## src/rtl/gen3_rx_descrambler.sv

```systemverilog
// Gen3 128b/130b receive descrambler, one lane, 2 symbols per pclk, one registered stage.
// Define RX_LFSR_CHECK_EN to compare SKP LFSR symbols against the local LFSR.
module gen3_rx_descrambler #(
  parameter logic [22:0] RESET_SEED    = 23'h1DBFBC,
  parameter int unsigned SKP_MAX_WORDS = 12
) (
  input  logic        pclk,
  input  logic        reset_n,
  input  logic [22:0] seed_value,
  input  logic        scrambler_reset,
  input  logic        rx_valid,
  input  logic        rx_sync_valid,
  input  logic [1:0]  rx_sync_header,
  input  logic [15:0] rx_data,
  output logic [15:0] data_out,
  output logic        data_valid,
  output logic        data_is_os,
  output logic        block_start,
  output logic        block_err,
  output logic        lfsr_mismatch
);

  typedef enum logic [1:0] {StIdle, StData, StOs, StSkp} state_e;

  localparam int unsigned CntW    = $clog2(SKP_MAX_WORDS + 9);
  localparam logic [22:0] Taps    = 23'h210125;
  localparam logic [7:0]  SymSkp  = 8'hAA;
  localparam logic [7:0]  SymEnd  = 8'hE1;
  localparam logic [7:0]  SymEie  = 8'h00;

  // {next_state, keystream}; keystream bit i scrambles rx bit i.
  function automatic logic [38:0] lfsr_step16(input logic [22:0] s);
    logic [22:0] l;
    logic [15:0] ks;
    l  = s;
    ks = '0;
    for (int i = 0; i < 16; i++) begin
      ks[i] = l[22];
      l     = {l[21:0], 1'b0} ^ (l[22] ? Taps : 23'h0);
    end
    return {l, ks};
  endfunction

  state_e            state_q, state_d;
  logic [CntW-1:0]   cnt_q, cnt_d;
  logic              need_sync_q, need_sync_d;
  logic              eieos_q, eieos_d;
  logic              skp_end_q, skp_end_d;
  logic [22:0]       lfsr_q, lfsr_d, lfsr_adv;
  logic [15:0]       ks;
  logic [15:0]       data_q, data_d;
  logic              valid_q, valid_d, os_q, os_d, start_q, start_d, err_q, err_d;
`ifdef RX_LFSR_CHECK_EN
  logic [7:0]        s1_q, s1_d;
  logic              mm_q, mm_d;
`endif

  always_comb begin
    {lfsr_adv, ks} = lfsr_step16(lfsr_q);
    state_d     = state_q;
    cnt_d       = cnt_q;
    need_sync_d = need_sync_q;
    eieos_d     = eieos_q;
    skp_end_d   = skp_end_q;
    lfsr_d      = lfsr_q;
    data_d      = '0;
    valid_d     = 1'b0;
    os_d        = 1'b0;
    start_d     = 1'b0;
    err_d       = 1'b0;
`ifdef RX_LFSR_CHECK_EN
    s1_d        = s1_q;
    mm_d        = 1'b0;
`endif
    if (rx_valid) begin
      if (rx_sync_valid) begin
        // A header arriving before the current block finished forces realignment.
        if (state_q != StIdle && !need_sync_q) err_d = 1'b1;
        cnt_d       = CntW'(1);
        need_sync_d = 1'b0;
        eieos_d     = 1'b0;
        skp_end_d   = 1'b0;
        case (rx_sync_header)
          2'b10: begin
            state_d = StData;
            data_d  = rx_data ^ ks;
            lfsr_d  = lfsr_adv;
            valid_d = 1'b1;
            start_d = 1'b1;
          end
          2'b01: begin
            data_d  = rx_data;
            valid_d = 1'b1;
            start_d = 1'b1;
            os_d    = 1'b1;
            if (rx_data[7:0] == SymSkp) begin
              state_d = StSkp;
            end else begin
              state_d = StOs;
              lfsr_d  = lfsr_adv;
              eieos_d = (rx_data[7:0] == SymEie);
            end
          end
          default: begin
            state_d = StIdle;
            cnt_d   = '0;
            err_d   = 1'b1;
          end
        endcase
      end else if (state_q != StIdle) begin
        if (need_sync_q) begin
          state_d     = StIdle;
          cnt_d       = '0;
          need_sync_d = 1'b0;
          err_d       = 1'b1;
        end else begin
          case (state_q)
            StData: begin
              data_d      = rx_data ^ ks;
              valid_d     = 1'b1;
              lfsr_d      = lfsr_adv;
              cnt_d       = cnt_q + CntW'(1);
              need_sync_d = (cnt_q == CntW'(7));
            end
            StOs: begin
              data_d      = rx_data;
              valid_d     = 1'b1;
              os_d        = 1'b1;
              lfsr_d      = (eieos_q && cnt_q == CntW'(7)) ? seed_value : lfsr_adv;
              cnt_d       = cnt_q + CntW'(1);
              need_sync_d = (cnt_q == CntW'(7));
            end
            StSkp: begin
              if (cnt_q >= CntW'(SKP_MAX_WORDS)) begin
                state_d = StIdle;
                cnt_d   = '0;
                err_d   = 1'b1;
              end else begin
                data_d  = rx_data;
                valid_d = 1'b1;
                os_d    = 1'b1;
                cnt_d   = cnt_q + CntW'(1);
                if (skp_end_q) begin
                  need_sync_d = 1'b1;
`ifdef RX_LFSR_CHECK_EN
                  // S1[7] is parity and not part of the LFSR image.
                  mm_d = (s1_q[6:0] != lfsr_q[22:16]) || (rx_data[7:0] != lfsr_q[15:8]) ||
                         (rx_data[15:8] != lfsr_q[7:0]);
`endif
                end else if (rx_data[7:0] == SymEnd) begin
                  skp_end_d = 1'b1;
`ifdef RX_LFSR_CHECK_EN
                  s1_d      = rx_data[15:8];
`endif
                end
              end
            end
            default: ;
          endcase
        end
      end
    end
    if (scrambler_reset) lfsr_d = seed_value;
  end

  always_ff @(posedge pclk or negedge reset_n) begin
    if (!reset_n) begin
      state_q     <= StIdle;
      cnt_q       <= '0;
      need_sync_q <= 1'b0;
      eieos_q     <= 1'b0;
      skp_end_q   <= 1'b0;
      lfsr_q      <= RESET_SEED;
      data_q      <= '0;
      valid_q     <= 1'b0;
      os_q        <= 1'b0;
      start_q     <= 1'b0;
      err_q       <= 1'b0;
`ifdef RX_LFSR_CHECK_EN
      s1_q        <= '0;
      mm_q        <= 1'b0;
`endif
    end else begin
      state_q     <= state_d;
      cnt_q       <= cnt_d;
      need_sync_q <= need_sync_d;
      eieos_q     <= eieos_d;
      skp_end_q   <= skp_end_d;
      lfsr_q      <= lfsr_d;
      data_q      <= data_d;
      valid_q     <= valid_d;
      os_q        <= os_d;
      start_q     <= start_d;
      err_q       <= err_d;
`ifdef RX_LFSR_CHECK_EN
      s1_q        <= s1_d;
      mm_q        <= mm_d;
`endif
    end
  end

  assign data_out    = data_q;
  assign data_valid  = valid_q;
  assign data_is_os  = os_q;
  assign block_start = start_q;
  assign block_err   = err_q;
`ifdef RX_LFSR_CHECK_EN
  assign lfsr_mismatch = mm_q;
`else
  assign lfsr_mismatch = 1'b0;
`endif

endmodule

```

## config.mk

```make
export PLATFORM = sky130hd
export DESIGN_NAME = gen3_rx_descrambler
export DESIGN_NICKNAME = d
export VERILOG_FILES = /design/src/rtl/gen3_rx_descrambler.sv
export SDC_FILE = /design/constraint.sdc
export NUM_CORES = 1
export LEC_CHECK = 0
export CORE_MARGIN = 1.5
export CORE_UTILIZATION = 49
export CTS_BUF_LIST = sky130_fd_sc_hd__clkbuf_2 sky130_fd_sc_hd__clkbuf_4 sky130_fd_sc_hd__clkbuf_8
export DETAILED_ROUTE_END_ITERATION = 16
export PLACE_DENSITY = 0.75
export SLEW_MARGIN = 20
export SYNTH_ARGS = -nofsm -noshare
export SYNTH_HDL_FRONTEND = slang
export SYNTH_SLANG_ARGS = --single-unit
```

## constraint.sdc

```tcl
create_clock -name pclk -period 4.7 [get_ports pclk]
set_clock_uncertainty 0.15 [all_clocks]
set_input_delay 0.94 -clock pclk [delete_from_list [all_inputs] [get_ports pclk]]
set_output_delay 0.94 -clock pclk [all_outputs]
set_load 0.05 [all_outputs]
```

== Word level (Yosys, flattened, before mapping) ==
Index checks and enable logic that the tools add are counted.
W data, S select, Z words.

* Register bits: 53
* Input port bits: 46
* Output and inout bits: 21
* Logic and storage cells: 147

* Add/subtract/negate cells: 1
* Order comparisons: 1
* Eq/ne operators: 13
* Mux-type cells: 83
* Bitwise logic cells: 17
* Reduce and logical (&&, ||, !) cells: 21

{| class="wikitable"
|+ Operators with widths
! operator !! count
|-
| $xor A23 B22 Y23 || 16
|-
| $mux W22 || 16
|-
| $mux W23 || 7
|-
| $pmux W23 S2 || 2
|-
| $mux W16 || 5
|-
| $pmux W16 S3 || 1
|-
| $mux W1 || 37
|-
| $pmux W16 S2 || 1
|-
| $mux W5 || 4
|-
| $eq A8 B8 Y1 const B || 2
|-
| $xor A16 B16 Y16 || 1
|-
| $mux W2 || 5
|-
| $pmux W5 S2 || 1
|-
| $reduce_bool A3 Y1 || 3
|-
| $logic_not A8 Y1 || 1
|-
| $reduce_bool A2 Y1 || 4
|-
| $reduce_bool A4 Y1 || 2
|-
| $eq A2 B2 Y1 const B || 3
|-
| $pmux W1 S2 || 3
|-
| $reduce_and A6 Y1 || 1
|-
| $add A5 B1 Y5 const B || 1
|-
| $eq A5 B3 Y1 const B || 1
|-
| $ge A5 B4 Y1 const B || 1
|-
| $reduce_and A5 Y1 || 1
|-
| other kinds (12) || 17
|}

== Depth between registers and ports, before layout ==
* Word-level depth: 39
* Mapped depth: 9

== Least setup slack after synthesis ==
OpenSTA, ideal clock, no wires.

* Path kind: in2reg
* Start point: input port rx_sync_header[1]
* End point: register lfsr_q[13]
* Setup time: 0.073 ns
* Arrival time: 2.759 ns
* Data required time: 4.477 ns
* Path slack: 1.718 ns
* Cell stages on the path: 9
* Cell sequence: inv_1 -> ha_1 -> or3b_1 -> nor4_1 -> o21ai_1 -> a31oi_1 -> clkbuf_1 -> a21oi_1 -> a21oi_1

* Cells in the longest elaborated chain, start to end: 5

{| class="wikitable"
|+ Ends and longest elaborated chain
! what !! RTL line !! source
|-
| from (decl) || 13 || <nowiki>input logic [1:0] rx_sync_header,</nowiki>
|-
| $eq A2 B1 Y1 / $eq A2 B2 Y1 (equally long branches) || 83 || <nowiki>case (rx_sync_header)</nowiki>
|-
| $pmux W23 S2 || 83 ||
|-
| $mux W23 || 76 || <nowiki>if (rx_sync_valid) begin</nowiki>
|-
| $mux W23 || 75 || <nowiki>if (rx_valid) begin</nowiki>
|-
| $mux W23 || 163 || <nowiki>if (scrambler_reset) lfsr_d = seed_value;</nowiki>
|-
| to (signal assigned) || 189 || <nowiki>lfsr_q <= lfsr_d;</nowiki>
|-
| to (decl) || 49 || <nowiki>logic [22:0] lfsr_q, lfsr_d, lfsr_adv;</nowiki>
|}

Parallel ways exist; a longest one is shown, timed or not. The select of a mux whose other input is x is not followed.
A chain may end at the register's enable or synchronous reset.

== Final worst setup path ==
* Start point: input port rx_sync_header[0]
* End point: register lfsr_q[6]

Same word-level chain as after synthesis.

==> summary.txt <==
Setup path
  – CP max-delay cell: clkdlybuf4s50_1
  – Worst stage delay on the critical path: 0.48 ns
  – CP Cell Sequence: clkdlybuf4s50_1 -> ha_1 -> or3b_1 -> nor4_1 -> o21ai_1 -> a31oi_2 -> buf_4 -> or4_1 -> nand4_1
  – Critical path arrival: 3.22 ns
  – Req. time, crit path: 4.75 ns
  – Crit Path Max Fanout: 26
  – Crit Path Class: input port to register
  – Setup crit end kind: register
  – Critical path launch point type: input port

Cells and area
  – Final Instance Area: 4604 um2
  – Area occupied by multi-input gates: 2335 um2
  – Area growth from synthesis to layout: 20.85%
  – Reg area: 1346 um2
  – Highest-count cells in the layout ignoring fill and taps: clkdlybuf4s50_1 (64), xnor2_1 (50), nand2_1 (45)
  – # fillers: 632
  – Ant. Diodes: 0
  – Nets: 505
  – Commonest non-fill, non-tap cell in the layout: clkdlybuf4s50_1
  – Share of cells above drive strength 1: 9.071%

Timing
  – Slew @ Worst Pin: 1.037 ns
  – Period utilisation layout: 67.62%
  – RSZ-0062 raised after global routing: false
  – Slew headroom: 30.42%
  – Tmin final: 3.178 ns
  – Peak Freq: 314.7 MHz
  – Setup Viol. Count Final: 0
  – Final Hold Viols: 0
  – Final setup TNS: 0 ns
  – Count of final max-slew check failures: 0
  – Setup WS post-layout: 1.522 ns

Floorplan
  – Core Area: 7370 um2
  – Std-Cell Rows: 31
  – Die Width: 91.18 um
  – Die area: 8313 um2
  – Ports placed on the boundary: 67
  – Die height: 91.18 um
  – Starting density of the core: 51.70%

Global routing
  – GRT Util Overall: 22.03%
  – Met3 GRT Util: 3.685%
  – Largest net degree at the start of global routing: 31
  – GRT Max-Usage Layer: met2
  – Grt ovf: 0
  – Initial antenna violation count: 0
  – First-pass GRT wire length: 14410 um
  – Vias in the first global route: 2831
  – Grt met2 use: 35.01%
  – GR Util met1: 31.66%

Routing
  – Vias per cell: 5.407
  – First-pass detailed-route iteration total: 4
  – Final ANT Viol Nets: 0
  – DR vias: 2979
  – Routed wire length per instance: 15.97 um
  – DRC: 0
  – DR iter-0 viols: 161
  – Routed wire length: 8800 um

Synthesis
  – Area leader, netlist: dfrtp_1
  – #FFs+latches synth: 53
  – Cell Area, Synth: 3810 um2
  – Mapped Nets: 450
  – Sequential area share after synthesis: 35.34%
  – Avg Cell Area, Syn: 9.621 um2
  – Top cells by area, synth: dfrtp_1 (24%), xnor2_1 (11%), dfstp_2 (11%)
  – Distinct cells, synth: 49
  – Synth top area share: 24.30%
  – Post-synth EDFFs: 0
  – Post-Syn Instances: 396
  – Ys Warns: 0
  – Main synth FF type: dfrtp_1
  – Async SR Flop Fraction: 100.0%

Clocking
  – Htree depth: 2
  – CTS tree: done
  – Clock root cell: clkbuf_8
  – PostCTS Resize Cnt: 0
  – Worst skew pair latency: 0.31 ns
  – Hold-fix buffer count after cts: 0
  – Max Buffers Root-to-Sink: 2
  – Num Clock Sinks: 53
  – TritonCTS Buffers: 5
  – Worst-path clk slew: 0.09 ns
  – # Post-CTS Setup Buffers: 0

Placed design
  – Pre-CTS setup slack: 1.199 ns
  – I/O Buffers: 65
  – Final Wtd Congestion: 0.9018
  – DP Area: 4518 um2
  – DP HPWL: 6724 um

Worst hold path
  – Hold Path Class: register to register

Run status
  – Status: completed

Run
  – Maxcap violations: 0
worst max-delay path, delay by kind of cell:
kind | cells | cell delay (ns)
buf+inv | 2 | 0.77
fa+ha+maj | 1 | 0.19
compound gates | 2 | 0.35
simple gates | 4 | 0.97
registers in the layout (all words and copies together), names as in the netlist:
register,cells
block_start,1
lfsr_q,23
data_valid,1
eieos_q,1
block_err,1
state_q,2
data_is_os,1
need_sync_q,1
skp_end_q,1
cnt_q,5
data_out,16
layer usage:
layer  vias to the layer above  routed length, um  part of all wire (%)
li1                       1454                  -                     -
met1                      1401               4215                    48
met2                       116               3981                    45
met3                         8                511                   5.8
met4                         0                 92                   1.0
met5                         -                  0                     0
cell usage after synthesis, types with 3 or more instances:
cell	n
a31oi_1	8
o211ai_1	3
xnor2_1	50
nand4_1	4
or3_1	3
a21oi_1	19
o21ai_0	15
buf_2	3
a21boi_1	4
nor2b_1	10
dfstp_2	16
clkbuf_1	14
xor3_1	5
nor2_1	35
and2_1	4
nand3_1	10
nand2_1	45
nor4_1	3
or4_1	3
xnor3_1	10
xnor2_2	3
a22oi_1	9
a21boi_0	4
xor2_1	18
ha_1	8
o21ai_1	13
inv_1	10
dfrtp_1	37
a22o_1	3
cell families (layout without fill, tap and decap cells):
kind of cell             after synthesis  count (layout)  share of synthesized area (%)
AND/OR/NAND/NOR                      125             125                          15.24
XOR/XNOR                              91              91                          28.87
AO/OA/AOI/OAI                         85              85                          13.76
flip-flops                            53              53                          35.34
buffers and inverters                 31              87                          3.547
adder cells (fa/ha/maj)                8               8                          2.627
multiplexers                           2               2                         0.5255
other                                  1               1                        0.09843
final timing paths:
kind                                          end  slack, ns                    from  cells past startpoint
hold reg to reg             lfsr_q[3]$_DFFE_PN1P_       0.33   lfsr_q[3]$_DFFE_PN1P_                      2
hold / removal              lfsr_q[3]$_DFFE_PN1P_       0.33   lfsr_q[3]$_DFFE_PN1P_                      2
min in group asynchronous    data_valid$_DFF_PN0_       0.47                 reset_n                      1
setup / recovery            lfsr_q[6]$_DFFE_PN0P_       1.52       rx_sync_header[0]                      9
setup reg to reg           lfsr_q[21]$_DFFE_PN0P_       1.69  lfsr_q[19]$_DFFE_PN1P_                      6
max in group asynchronous   lfsr_q[5]$_DFFE_PN1P_       3.12                 reset_n                      2
through the flow:
step | hold WS, ns | util [%] | instances
6_report | 0.3290 | 62.48 | 551
5_1_grt | 0.3492 | 62.48 | 551
4_1_cts | 0.3324 | 62.48 | 551
3_5_place_dp | 0.3182 | 61.31 | 543
3_3_place_gp | 0.3104 | 61.31 | 543
2_1_floorplan | 0.3006 | - | 396
area by class of cell:
cell class,count,share of cell area [%]
clock inverters,3,0.3804
clock buffers,5,1.495
flip-flops and latches,53,29.24
multi-input cells,312,50.71
repair buffers,69,14.67
inverters,10,0.8152
well taps,99,2.690
Power is not shown: default switching activity piles up to over one toggle a cycle in this logic, so the estimate is an artifact.
==> RTL change, RTL diff (same settings) <==
Make the reset (`reset_n`) synchronous in one clocked block.
--- a/src/rtl/gen3_rx_descrambler.sv
+++ b/src/rtl/gen3_rx_descrambler.sv
@@ -163,7 +163,7 @@
     if (scrambler_reset) lfsr_d = seed_value;
   end
 
-  always_ff @(posedge pclk or negedge reset_n) begin
+  always_ff @(posedge pclk) begin
     if (!reset_n) begin
       state_q     <= StIdle;
       cnt_q       <= '0;
Behaviour: differs if reset_n is asserted again (counterexample within 4 cycles, from zero or initial values and one cycle with reset_n low); with reset_n held inactive, the same outputs for 4 cycles.
==> RTL change against the unedited design <==
- cell area shrank 4.2%
- register-to-register slack worse by 190 ps
- area after synthesis shrank 4.9%
- sequential cell count stayed put
- non-clock buffer count grew 2
- fmax is 11% lower
- sequential share of layout area down 5.2 points
- synthesized cell count rose by 6.6%
- setup slack got worse by 410 ps
- largest cell class unchanged
- critical path type unchanged
- routed wire length increased by 0.10%
Power is not shown: default switching activity piles up to over one toggle a cycle in this logic, so the estimate is an artifact.
==> RTL change: results (changes against the unedited design) <==
first-pass GRT wire length 14100 um (-1.9%); largest net degree at the start of global routing 35 (+13%); Hold Path Class register to register; share of layout cells above drive strength 1 5.08% (-4.0 points); ys async rst share 0% (-100 points); final WL 8810 um (+0.10%); Ant. Diodes 0 (unchanged); RePlAce Congestion 0.892 (-1.1%); Post-Place Cells 563 (+3.7%); synthesized area per cell 8.58 um2 (-11%); Post-DP Area 4320 um2 (-4.4%); First-pass DRT Iterations 4 (unchanged); adder-cell share of the synthesized area 3.11% (+0.48 points); vias in the first global route 2810 (-0.74%); WP data arrival 3650 ps (+430 ps); worst-path maximum fanout 30 (+15%); CTS max path bufs 2 (unchanged); Most used DFF post-synth dfxtp_1; sequential share of the synthesized area 29.3% (-6.0 points); Slew @ Worst Pin 983 ps (-54.0 ps); status completed; H-tree lvl count 2 (unchanged); hold-critical path depth 2 (unchanged); synth unique cells 54 (+10%); total track usage 23.1% (+1.1 points); max FFs per register 23 (unchanged); Synth Area in Compound Gates 18.7% (+4.9 points); HPWL Detailed 6450 um (-4.1%); Clk Latency, worst-skew pair 320 ps; post-route insts no fill 571 (+3.6%); mux share of post-synthesis cell area 0% (-0.53 points); xor and xnor area share after synthesis 26.2% (-2.7 points); vias 3092 (+3.8%); most frequent cells after synthesis dfxtp_1, nand2_1, xnor2_1, nor2_1, a21oi_1; Synth area leaders dfxtp_1, xnor2_1, xnor3_1, nand2_1, a21oi_1; net count after synthesis 477 (+6.0%); I/O Buffers 65 (unchanged); CTS Buf Count 5 (unchanged); Final #Nets 526 (+4.2%); drt first-iter violations 270 (+68%)
==> RTL change: final timing paths <==
| path | slack, ps | from | end |
|---|---|---|---|
| setup / recovery | 1110 | rx_sync_header[0] | lfsr_q[22]$_SDFFE_PN0P_ |
| hold reg to reg | 350 | lfsr_q[2]$_SDFFE_PN1P_ | lfsr_q[2]$_SDFFE_PN1P_ |
| hold / removal | 350 | lfsr_q[2]$_SDFFE_PN1P_ | lfsr_q[2]$_SDFFE_PN1P_ |
| setup reg to reg | 1500 | lfsr_q[22]$_SDFFE_PN0P_ | lfsr_q[5]$_SDFFE_PN1P_ |
==> RTL change: routing by layer <==
| metal | vias to the layer above | wire [um] | GRT usage (%) | share of wire, % |
|---|---|---|---|---|
| li1 | 1561 | - | - | - |
| met1 | 1413 | 4200 | 32.1 | 48 |
| met2 | 106 | 4030 | 38.2 | 46 |
| met3 | 12 | 464 | 3.32 | 5.3 |
| met4 | 0 | 121 | 5.87 | 1.4 |
| met5 | - | 0 | 0 | 0 |
==> RTL change: cell type report <==
type,instances,area [um2]
flip-flops and latches,53,1060
clock inverters,3,22.5
fillers,671,2810
inverters,11,41.3
well taps,99,124
multi-input cells,329,2400
clock buffers,5,68.8
repair buffers,71,696
==> RTL change: through the flow <==
stage | setup WS [ps] | utilization, %
floorplan | 1590 | -
global placement | 847 | 59.9
detailed placement | 799 | 59.9
CTS | 1120 | 61.1
global route | 913 | 61.1
finish | 1110 | 61.1
==> RTL change: critical path, stage by stage <==
cell and delay [ps]:
clkdlybuf4s50_1 520, ha_1 200, or3b_2 480, o31ai_1 230
a211oi_1 170, or2_2 550, and3_1 260, o31a_1 290
